## src/rtl/gps_pkg.sv

```systemverilog
// Shared GPS definitions: UART receiver state encoding, baud divider helper
// and the NMEA framing characters used by the sentence parser.
package gps_pkg;

  typedef enum logic [2:0] {
    ST_IDLE,
    ST_START,
    ST_DATA,
    ST_STOP,
    ST_BRK
  } uart_state_t;

  localparam logic [7:0] NMEA_DOLLAR = 8'h24;
  localparam logic [7:0] NMEA_COMMA  = 8'h2C;
  localparam logic [7:0] NMEA_STAR   = 8'h2A;
  localparam logic [7:0] NMEA_CR     = 8'h0D;
  localparam logic [7:0] NMEA_LF     = 8'h0A;

  // Clocks per oversample tick, truncated.
  function automatic int unsigned calc_div(input int unsigned clk_freq,
                                           input int unsigned baud,
                                           input int unsigned oversample);
    return clk_freq / (baud * oversample);
  endfunction

endpackage

```

## src/rtl/uart_baud_tick.sv

```systemverilog
// Oversample tick generator: one-clk tick every DIV clocks, restartable by clr
// so the sample phase can be aligned to a start edge.
module uart_baud_tick #(
  parameter int unsigned DIV = 325
) (
  input  logic clk,
  input  logic rst,
  input  logic clr,
  output logic tick
);

  localparam int unsigned CW = (DIV > 1) ? $clog2(DIV) : 1;
  localparam logic [CW-1:0] LAST = CW'(DIV - 1);

  logic [CW-1:0] cnt;

  always_ff @(posedge clk or negedge rst) begin
    if (!rst) begin
      cnt <= '0;
    end else if (clr || cnt == LAST) begin
      cnt <= '0;
    end else begin
      cnt <= cnt + CW'(1);
    end
  end

  assign tick = (cnt == LAST) && !clr;

endmodule

```

## src/rtl/gps_uart_rx.sv

```systemverilog
// 8N1 UART receiver for the GPS NMEA stream: 2-FF sync, 16x oversampling,
// 2-of-3 majority vote per bit, one-clk valid / framing-error strobes.
module gps_uart_rx
  import gps_pkg::*;
#(
  parameter int unsigned CLK_FREQ   = 50_000_000,
  parameter int unsigned BAUD       = 9600,
  parameter int unsigned OVERSAMPLE = 16
) (
  input  logic       clk,
  input  logic       rst,
  input  logic       rx,
  output logic [7:0] rx_data,
  output logic       rx_valid,
  output logic       frame_err,
  output logic       busy
);

  localparam int unsigned DIV = calc_div(CLK_FREQ, BAUD, OVERSAMPLE);
  localparam int unsigned M   = OVERSAMPLE / 2;
  localparam int unsigned SW  = $clog2(OVERSAMPLE);
  localparam logic [SW-1:0] S_PRE  = SW'(M - 1);
  localparam logic [SW-1:0] S_MID  = SW'(M);
  localparam logic [SW-1:0] S_POST = SW'(M + 1);
  localparam logic [SW-1:0] S_LAST = SW'(OVERSAMPLE - 1);

  uart_state_t   state, state_nxt;
  logic          rx_m, rx_s;
  logic [1:0]    settle;
  logic          armed;
  logic          tick, clr, bit_end, vote;
  logic          shift_en, load, ferr;
  logic [SW-1:0] scnt;
  logic [2:0]    smp;
  logic [2:0]    idx;
  logic [7:0]    shreg;

  // armed means rx_s has genuinely been seen high since the last start; it
  // replaces a plain delayed-rx edge detector so a start edge that coincides
  // with the stop-bit end is still taken in IDLE one clk later, and the
  // reset value of the sync flops never counts as a high level.
  always_ff @(posedge clk or negedge rst) begin
    if (!rst) begin
      rx_m   <= 1'b1;
      rx_s   <= 1'b1;
      settle <= '0;
      armed  <= 1'b0;
    end else begin
      rx_m   <= rx;
      rx_s   <= rx_m;
      settle <= {settle[0], 1'b1};
      if (clr) begin
        armed <= 1'b0;
      end else if (rx_s && settle[1]) begin
        armed <= 1'b1;
      end
    end
  end

  uart_baud_tick #(.DIV(DIV)) u_tick (
    .clk  (clk),
    .rst  (rst),
    .clr  (clr),
    .tick (tick)
  );

  assign bit_end = tick && (scnt == S_LAST);
  assign vote    = (smp[0] & smp[1]) | (smp[0] & smp[2]) | (smp[1] & smp[2]);
  assign busy    = (state != ST_IDLE);

  always_ff @(posedge clk or negedge rst) begin
    if (!rst) begin
      state <= ST_IDLE;
    end else begin
      state <= state_nxt;
    end
  end

  always_comb begin
    state_nxt = state;
    clr       = 1'b0;
    shift_en  = 1'b0;
    load      = 1'b0;
    ferr      = 1'b0;
    case (state)
      ST_IDLE: begin
        if (armed && !rx_s) begin
          clr       = 1'b1;
          state_nxt = ST_START;
        end
      end
      ST_START: begin
        if (tick && scnt == S_MID && rx_s) begin
          state_nxt = ST_IDLE;
        end else if (bit_end) begin
          state_nxt = vote ? ST_IDLE : ST_DATA;
        end
      end
      ST_DATA: begin
        if (bit_end) begin
          shift_en = 1'b1;
          if (idx == 3'd7) begin
            state_nxt = ST_STOP;
          end
        end
      end
      ST_STOP: begin
        if (bit_end) begin
          if (vote) begin
            load      = 1'b1;
            state_nxt = ST_IDLE;
          end else begin
            ferr      = 1'b1;
            state_nxt = ST_BRK;
          end
        end
      end
      ST_BRK: begin
        if (rx_s) begin
          state_nxt = ST_IDLE;
        end
      end
      default: state_nxt = ST_IDLE;
    endcase
  end

  always_ff @(posedge clk or negedge rst) begin
    if (!rst) begin
      scnt      <= '0;
      smp       <= '1;
      idx       <= '0;
      shreg     <= '0;
      rx_data   <= '0;
      rx_valid  <= 1'b0;
      frame_err <= 1'b0;
    end else begin
      rx_valid  <= load;
      frame_err <= ferr;
      if (clr) begin
        scnt <= '0;
        idx  <= '0;
      end else if (tick) begin
        scnt <= (scnt == S_LAST) ? '0 : scnt + SW'(1);
      end
      if (tick) begin
        if (scnt == S_PRE)  smp[0] <= rx_s;
        if (scnt == S_MID)  smp[1] <= rx_s;
        if (scnt == S_POST) smp[2] <= rx_s;
      end
      if (shift_en) begin
        shreg <= {vote, shreg[7:1]};
        idx   <= idx + 3'd1;
      end
      if (load) begin
        rx_data <= shreg;
      end
    end
  end

endmodule

```

## config.mk

```make
export PLATFORM = sky130hd
export DESIGN_NAME = gps_uart_rx
export DESIGN_NICKNAME = d
export VERILOG_FILES = /design/src/rtl/gps_pkg.sv /design/src/rtl/uart_baud_tick.sv /design/src/rtl/gps_uart_rx.sv
export SDC_FILE = /design/constraint.sdc
export NUM_CORES = 1
export LEC_CHECK = 0
export ABC_AREA = 0
export BUFFER_PORTS_ARGS = -buffer_cell sky130_fd_sc_hd__buf_4
export CORE_AREA = 2 2 62 64
export CTS_CLUSTER_SIZE = 14
export DETAILED_ROUTE_END_ITERATION = 10
export DIE_AREA = 0 0 64 66
export HOLD_SLACK_MARGIN = 0.12
export MAX_ROUTING_LAYER = met4
export PLACE_DENSITY_LB_ADDON = 0.08
export SYNTH_ARGS = -nofsm -noshare
export SYNTH_HDL_FRONTEND = slang
export SYNTH_HIERARCHICAL = 1
export SYNTH_SLANG_ARGS = --single-unit
```

## constraint.sdc

```tcl
create_clock -name clk -period 3.2 [get_ports clk]
set_input_delay 0.16 -clock clk [delete_from_list [all_inputs] [get_ports clk]]
set_output_delay 0.16 -clock clk [all_outputs]
set_load 0.05 [all_outputs]
```

Word level (Yosys, flattened, before mapping). Index checks and enable logic that the tools add are counted.

Eq/ne operators: 16. Muxes and demuxes: 28. Reductions and logical operators: 18. $add $sub $neg: 3. Bitwise operators: 5.

Operators by type and width (count): 3-bit 2-to-1 mux (10); 3-bit case mux with 5 select lines (1); 4-bit equality test (second input constant) (3); 1-bit 2-to-1 mux (12); 4-bit 2-to-1 mux (3); 2-bit != test (second input constant) (5); 9-bit by 1-bit adder with 9-bit output (second input constant) (1); 9-bit equality test (second input constant) (1); 9-bit 2-to-1 mux (1); 3-bit by 2-bit equality test with 1-bit output (second input constant) (2); 3-bit equality test (second input constant) (2); 1-bit logical AND (6); 2-bit AND reduction (3); 6-bit AND reduction (1); 2-bit nonzero test (3); 4-bit by 1-bit adder with 4-bit output (second input constant) (1); 4-bit by 3-bit equality test with 1-bit output (second input constant) (1); 3-bit by 1-bit adder with 3-bit output (second input constant) (1); 1-bit bitwise AND (3); 3-bit by 1-bit equality test with 1-bit output (second input constant) (1); 3-bit zero test (1); 3-bit != test (second input constant) (1); 3-bit nonzero test (1); 1-bit zero test (2); 3 further kinds (4).

Bits in registers: 45. Logic and storage cells: 85. Output and inout port bits: 11.

Logic depth before layout (Yosys ltp).
Depth in word-level cells: 10. Depth in mapped cells: 12. Depth with buffers taken out: 8.

Hierarchy. Netlist, hierarchy kept.

By module, submodules not included: gps_uart_rx (cells each 129, area each 1582.8 um^2, sequential area each 907.1 um^2, instances 1); uart_baud_tick (cells each 46, area each 457.9 um^2, sequential area each 225.2 um^2, instances 1).

Worst setup path before layout. Ideal clock, no wire load.

Kind: reg2reg. From: reg state[2]. To: reg state[0]. Clock period less this slack: 2926 ps. Arrival time: 2802 ps. Stages on the path, launching flop included: 11. Setup slack: 274 ps. Cells stage by stage: dfrtp_1 > clkbuf_2 > or3_1 > or3b_1 > inv_2 > nor2_1 > buf_4 > and4_1 > a2111oi_0 > or3_1 > a21oi_1.

Word-level cells in the longest chain between the ends: 8.

RTL lines: from (decl) (line gps_uart_rx.sv:27) `uart_state_t state, state_nxt;`; from (signal assigned) (line gps_uart_rx.sv:75) `state <= state_nxt;`; 3-bit zero test (*) (line gps_uart_rx.sv:85) `case (state)`; 1-bit 2-to-1 mux (*) (line gps_uart_rx.sv:85); net clr (line gps_uart_rx.sv:31) `logic tick, clr, bit_end, vote;`; 1-bit zero test (*) (line uart_baud_tick.sv:27) `assign tick = (cnt == LAST) && !clr;`; 1-bit logical AND (*) (line uart_baud_tick.sv:27); net tick (line gps_uart_rx.sv:31); 1-bit logical AND (2 in series) (line gps_uart_rx.sv:93) `if (tick && scnt == S_MID && rx_s) begin`; 3-bit != test (no source line) / 3-bit 2-to-1 mux (equally long branches); 6-bit AND reduction (no source line) / 3-bit case mux with 5 select lines (equally long branches).

The timed path passes the listed nets; every way through them passes the cells marked *. A chain may end at the register's enable or synchronous reset.

Final worst setup path.
From: reg state[0]. To: reg state[1].

Same word-level chain as after synthesis.

==> flow_results.xml <==
<?xml version="1.0" encoding="UTF-8"?>
<metrics>
  <group name="power">
    <metric name="pleak" unit="uW">0.00110</metric>
    <metric name="power.share.combinational" unit="">0.175</metric>
    <metric name="peakVddDrop" unit="mV">0.401</metric>
    <metric name="fin_total_pwr" unit="uW">1380</metric>
    <metric name="clock_power_share" unit="">0.302</metric>
    <metric name="switching_share" unit="">0.290</metric>
    <metric name="switching_power" unit="uW">402</metric>
    <metric name="cell_internal_power_dissipation" unit="uW">982</metric>
    <metric name="pwr-share-seq" unit="">0.523</metric>
    <metric name="pwr_density_cell" unit="nW/um2">607</metric>
  </group>
  <group name="floorplanning">
    <metric name="row_count" unit="">22</metric>
    <metric name="pin_count" unit="">14</metric>
    <metric name="initial_utilization" unit="">0.575</metric>
    <metric name="core" unit="um2">3550</metric>
    <metric name="die_x" unit="um">64</metric>
    <metric name="die-height" unit="um">66</metric>
    <metric name="die_area" unit="um2">4220</metric>
  </group>
  <group name="worst_setup_path">
    <metric name="timing.reg2reg.setup_slack" unit="ps">110</metric>
    <metric name="worst-endpoint-arrival" unit="ps">3310</metric>
    <metric name="endpoint_kind" unit="">flop</metric>
    <metric name="critPathRequiredTime" unit="ps">3420</metric>
    <metric name="critPathKind" unit="">reg -&gt; reg</metric>
    <metric name="crit_path_start_kind" unit="">flop</metric>
    <metric name="crit_fanout" unit="">10</metric>
  </group>
  <group name="finish">
    <metric name="insertedDiodeCount" unit="">0</metric>
    <metric name="final_nets" unit="">202</metric>
    <metric name="syn_to_final_growth" unit="%">11.8</metric>
    <metric name="filler_cell_count" unit="">270</metric>
    <metric name="share_of_layout_cells_above_drive_strength_1" unit="">0.269</metric>
  </group>
  <group name="global_routing">
    <metric name="antenna_violations_before_repair" unit="">0</metric>
    <metric name="grt_first_pass_wirelength" unit="mm">5.74</metric>
    <metric name="via_count_of_the_first_global_routing_pass" unit="">1290</metric>
    <metric name="grt_max_degree" unit="">46</metric>
    <metric name="groute.usage.overall" unit="">0.182</metric>
    <metric name="gr-total-overflow" unit="">0</metric>
  </group>
  <group name="logic_synthesis">
    <metric name="asyncSetResetFlopFracSynth" unit="">1.00</metric>
    <metric name="yosysWarnings" unit="">6</metric>
    <metric name="synthesized_instance_count" unit="">175</metric>
    <metric name="avgSynthCellArea" unit="um2">11.7</metric>
    <metric name="synth.cell_area" unit="um2">2040</metric>
    <metric name="seq_area_frac_synth" unit="">0.555</metric>
    <metric name="syn-num-nets" unit="">185</metric>
    <metric name="yosysUniqueCellTypes" unit="">42</metric>
    <metric name="ys_seq_elements" unit="">45</metric>
    <metric name="number_of_enable_type_register_cells_in_the_synthesized_netlist" unit="">0</metric>
    <metric name="synth_flop_cell" unit="">dfrtp_1</metric>
  </group>
  <group name="timing">
    <metric name="fmax" unit="MHz">323</metric>
    <metric name="timing.max_slew.rel_slack" unit="">0.348</metric>
    <metric name="tightest_slew" unit="ps">954</metric>
    <metric name="finalClockSkew" unit="ps">8.81</metric>
    <metric name="min_period" unit="ps">3090</metric>
    <metric name="finalCritPeriodShare" unit="">0.967</metric>
    <metric name="rsz0062_at_grt" unit="">false</metric>
    <metric name="finalHoldWorstSlack" unit="ps">320</metric>
    <metric name="hold_violations" unit="">0</metric>
    <metric name="totalNegativeSetupSlack" unit="ps">0</metric>
    <metric name="setup_viol" unit="">0</metric>
    <metric name="final_max_slew_viols" unit="">0</metric>
  </group>
  <group name="route">
    <metric name="routed_antenna_nets" unit="">0</metric>
    <metric name="detail_route.wl_per_cell" unit="um">13.7</metric>
    <metric name="route.vias.total" unit="">1353</metric>
    <metric name="post_drt_via_cell_ratio" unit="">5.61</metric>
    <metric name="first_pass_iters" unit="">4</metric>
    <metric name="drt_iter0_markers" unit="">68</metric>
    <metric name="wire_length_after_detailed_routing" unit="mm">3.30</metric>
    <metric name="remaining_drc_errors" unit="">0</metric>
  </group>
  <group name="clock_tree">
    <metric name="worst_setup_hold_path_clk_slew" unit="ps">130</metric>
    <metric name="clock_tree.htree_level_count" unit="">2</metric>
    <metric name="cts_hold_buf" unit="">2</metric>
    <metric name="worstSkewPairLatency" unit="ps">350</metric>
    <metric name="cts-root-buf" unit="">clkbuf_4</metric>
    <metric name="cts_setup_buffers" unit="">0</metric>
    <metric name="post_cts_resize_count" unit="">0</metric>
    <metric name="max-clock-path-buffers" unit="">2</metric>
    <metric name="clkSinkCount" unit="">45</metric>
    <metric name="numCtsBuffers" unit="">5</metric>
    <metric name="tritoncts" unit="">built</metric>
  </group>
  <group name="job">
    <metric name="timing.max_cap.violations" unit="">0</metric>
  </group>
  <group name="place">
    <metric name="io_buffers" unit="">13</metric>
    <metric name="gp_routability_congestion" unit="">0.816</metric>
    <metric name="dp_hpwl" unit="mm">2.30</metric>
  </group>
  <group name="hold_path">
    <metric name="worst_hold_class" unit="">in -&gt; async</metric>
  </group>
  <group name="outcome">
    <metric name="outcome" unit="">finished clean</metric>
  </group>
</metrics>
[power groups by stage]
stage	logic, uW	clock network [uW]	registers [uW]
6_report	242	418	723
3_5_place_dp	238	0	733
2_1_floorplan	182	0	712
4_1_cts	244	435	722
3_3_place_gp	219	0	727
5_1_grt	281	467	737
[Yosys cell counts, types with 2 or more instances]
cell       count  area, um2
nand2_1        9       33.8
dfstp_2        5        131
xor2_1         3       26.3
ha_1           7       87.6
o21ai_0        8       40.0
and2b_1        2       15.0
mux2_2        16        180
mux2_4         2       30.0
a21oi_1        7       35.0
or3_1          6       37.5
nand3_1       11       55.1
o21ai_1        3       15.0
dfrtp_1       40       1000
a21o_1         2       15.0
nand4_1        3       18.8
buf_6          2       22.5
nor2_1        14       52.6
inv_1          8       30.0
a2111oi_0      2       17.5
inv_2          2       7.51
nor2b_1        2       12.5
[final cells by class]
type / instances / area, um2 / share of cell area
tap: 48 / 60.1 / 0.0263
multi-input combinational: 115 / 831 / 0.364
clock inverter: 3 / 65.1 / 0.0285
clock buffer: 5 / 37.5 / 0.0165
inverter: 10 / 37.5 / 0.0165
sequential: 45 / 1130 / 0.496
timing repair buffer: 15 / 118 / 0.0516
[worst paths after layout]
path	startpoint	endpoint	depth (start not counted)
min reg2reg	settle[0]	settle[1]	0
min in group clk	settle[0]	settle[1]	0
max in group asynchronous	rst	smp[0]	2
max	state[0]	state[1]	8
min	rst	state[2]	2
max reg2reg	state[0]	state[1]	8
[kinds of logic after synthesis]
logic type | count (synthesis) | share of synthesized area
simple gates | 56 | 0.151
flops | 45 | 0.555
mux | 19 | 0.108
compound gates | 28 | 0.0858
xor+xnor | 4 | 0.0172
fa+ha+maj | 7 | 0.0429
other cells | 1 | 0.00184
buf+inv | 15 | 0.0380
[flip-flops by register name, indices dropped and copies added, names as in the netlist]
register,flops
idx,3
rx_m,1
shreg,8
scnt,4
smp,3
rx_s,1
rx_data,8
settle,2
state,3
rx_valid,1
frame_err,1
u_tick/cnt,9
armed,1
[cells in the final DEF (no fill, tap or decap), types with 5 or more instances in the layout]
| master | Yosys | final |
|---|---|---|
| dfrtp_1 | 40 | 40 |
| mux2_2 | 16 | 16 |
| nor2_1 | 14 | 14 |
| buf_4 | 1 | 13 |
| nand3_1 | 11 | 11 |
| nand2_1 | 9 | 9 |
| inv_1 | 8 | 8 |
| o21ai_0 | 8 | 8 |
| a21oi_1 | 7 | 7 |
| ha_1 | 7 | 7 |
| or3_1 | 6 | 6 |
| clkbuf_4 | 0 | 5 |
| dfstp_2 | 5 | 5 |
[routing by layer]
metal / routed length (um) / part of all wire / vias up / global-route usage
li1: - / - / 647 / -
met1: 1510 / 0.46 / 674 / 0.222
met2: 1650 / 0.50 / 28 / 0.289
met3: 113 / 0.034 / 4 / 0.0477
met4: 29 / 0.0088 / 0 / 0.0788
met5: 0 / 0 / - / -
[critical path, cell delays in order (launching register included)]
cell and delay [ps]:
dfrtp_1 480, or3_1 440, or3b_1 490, inv_2 150
nor2_1 150, and4_1 200, a2111oi_0 750, a2111o_1 200
o21ai_0 100
[metrics by stage]
stage	area, um2	util	setup slack, ps	std cells
2_1_floorplan	2040	-	274	175
3_3_place_gp	2160	0.608	467	231
3_5_place_dp	2160	0.608	252	231
4_1_cts	2280	0.642	183	241
5_1_grt	2280	0.642	23.9	241
6_report	2280	0.642	107	241
Power figures use the tool's default switching activity.
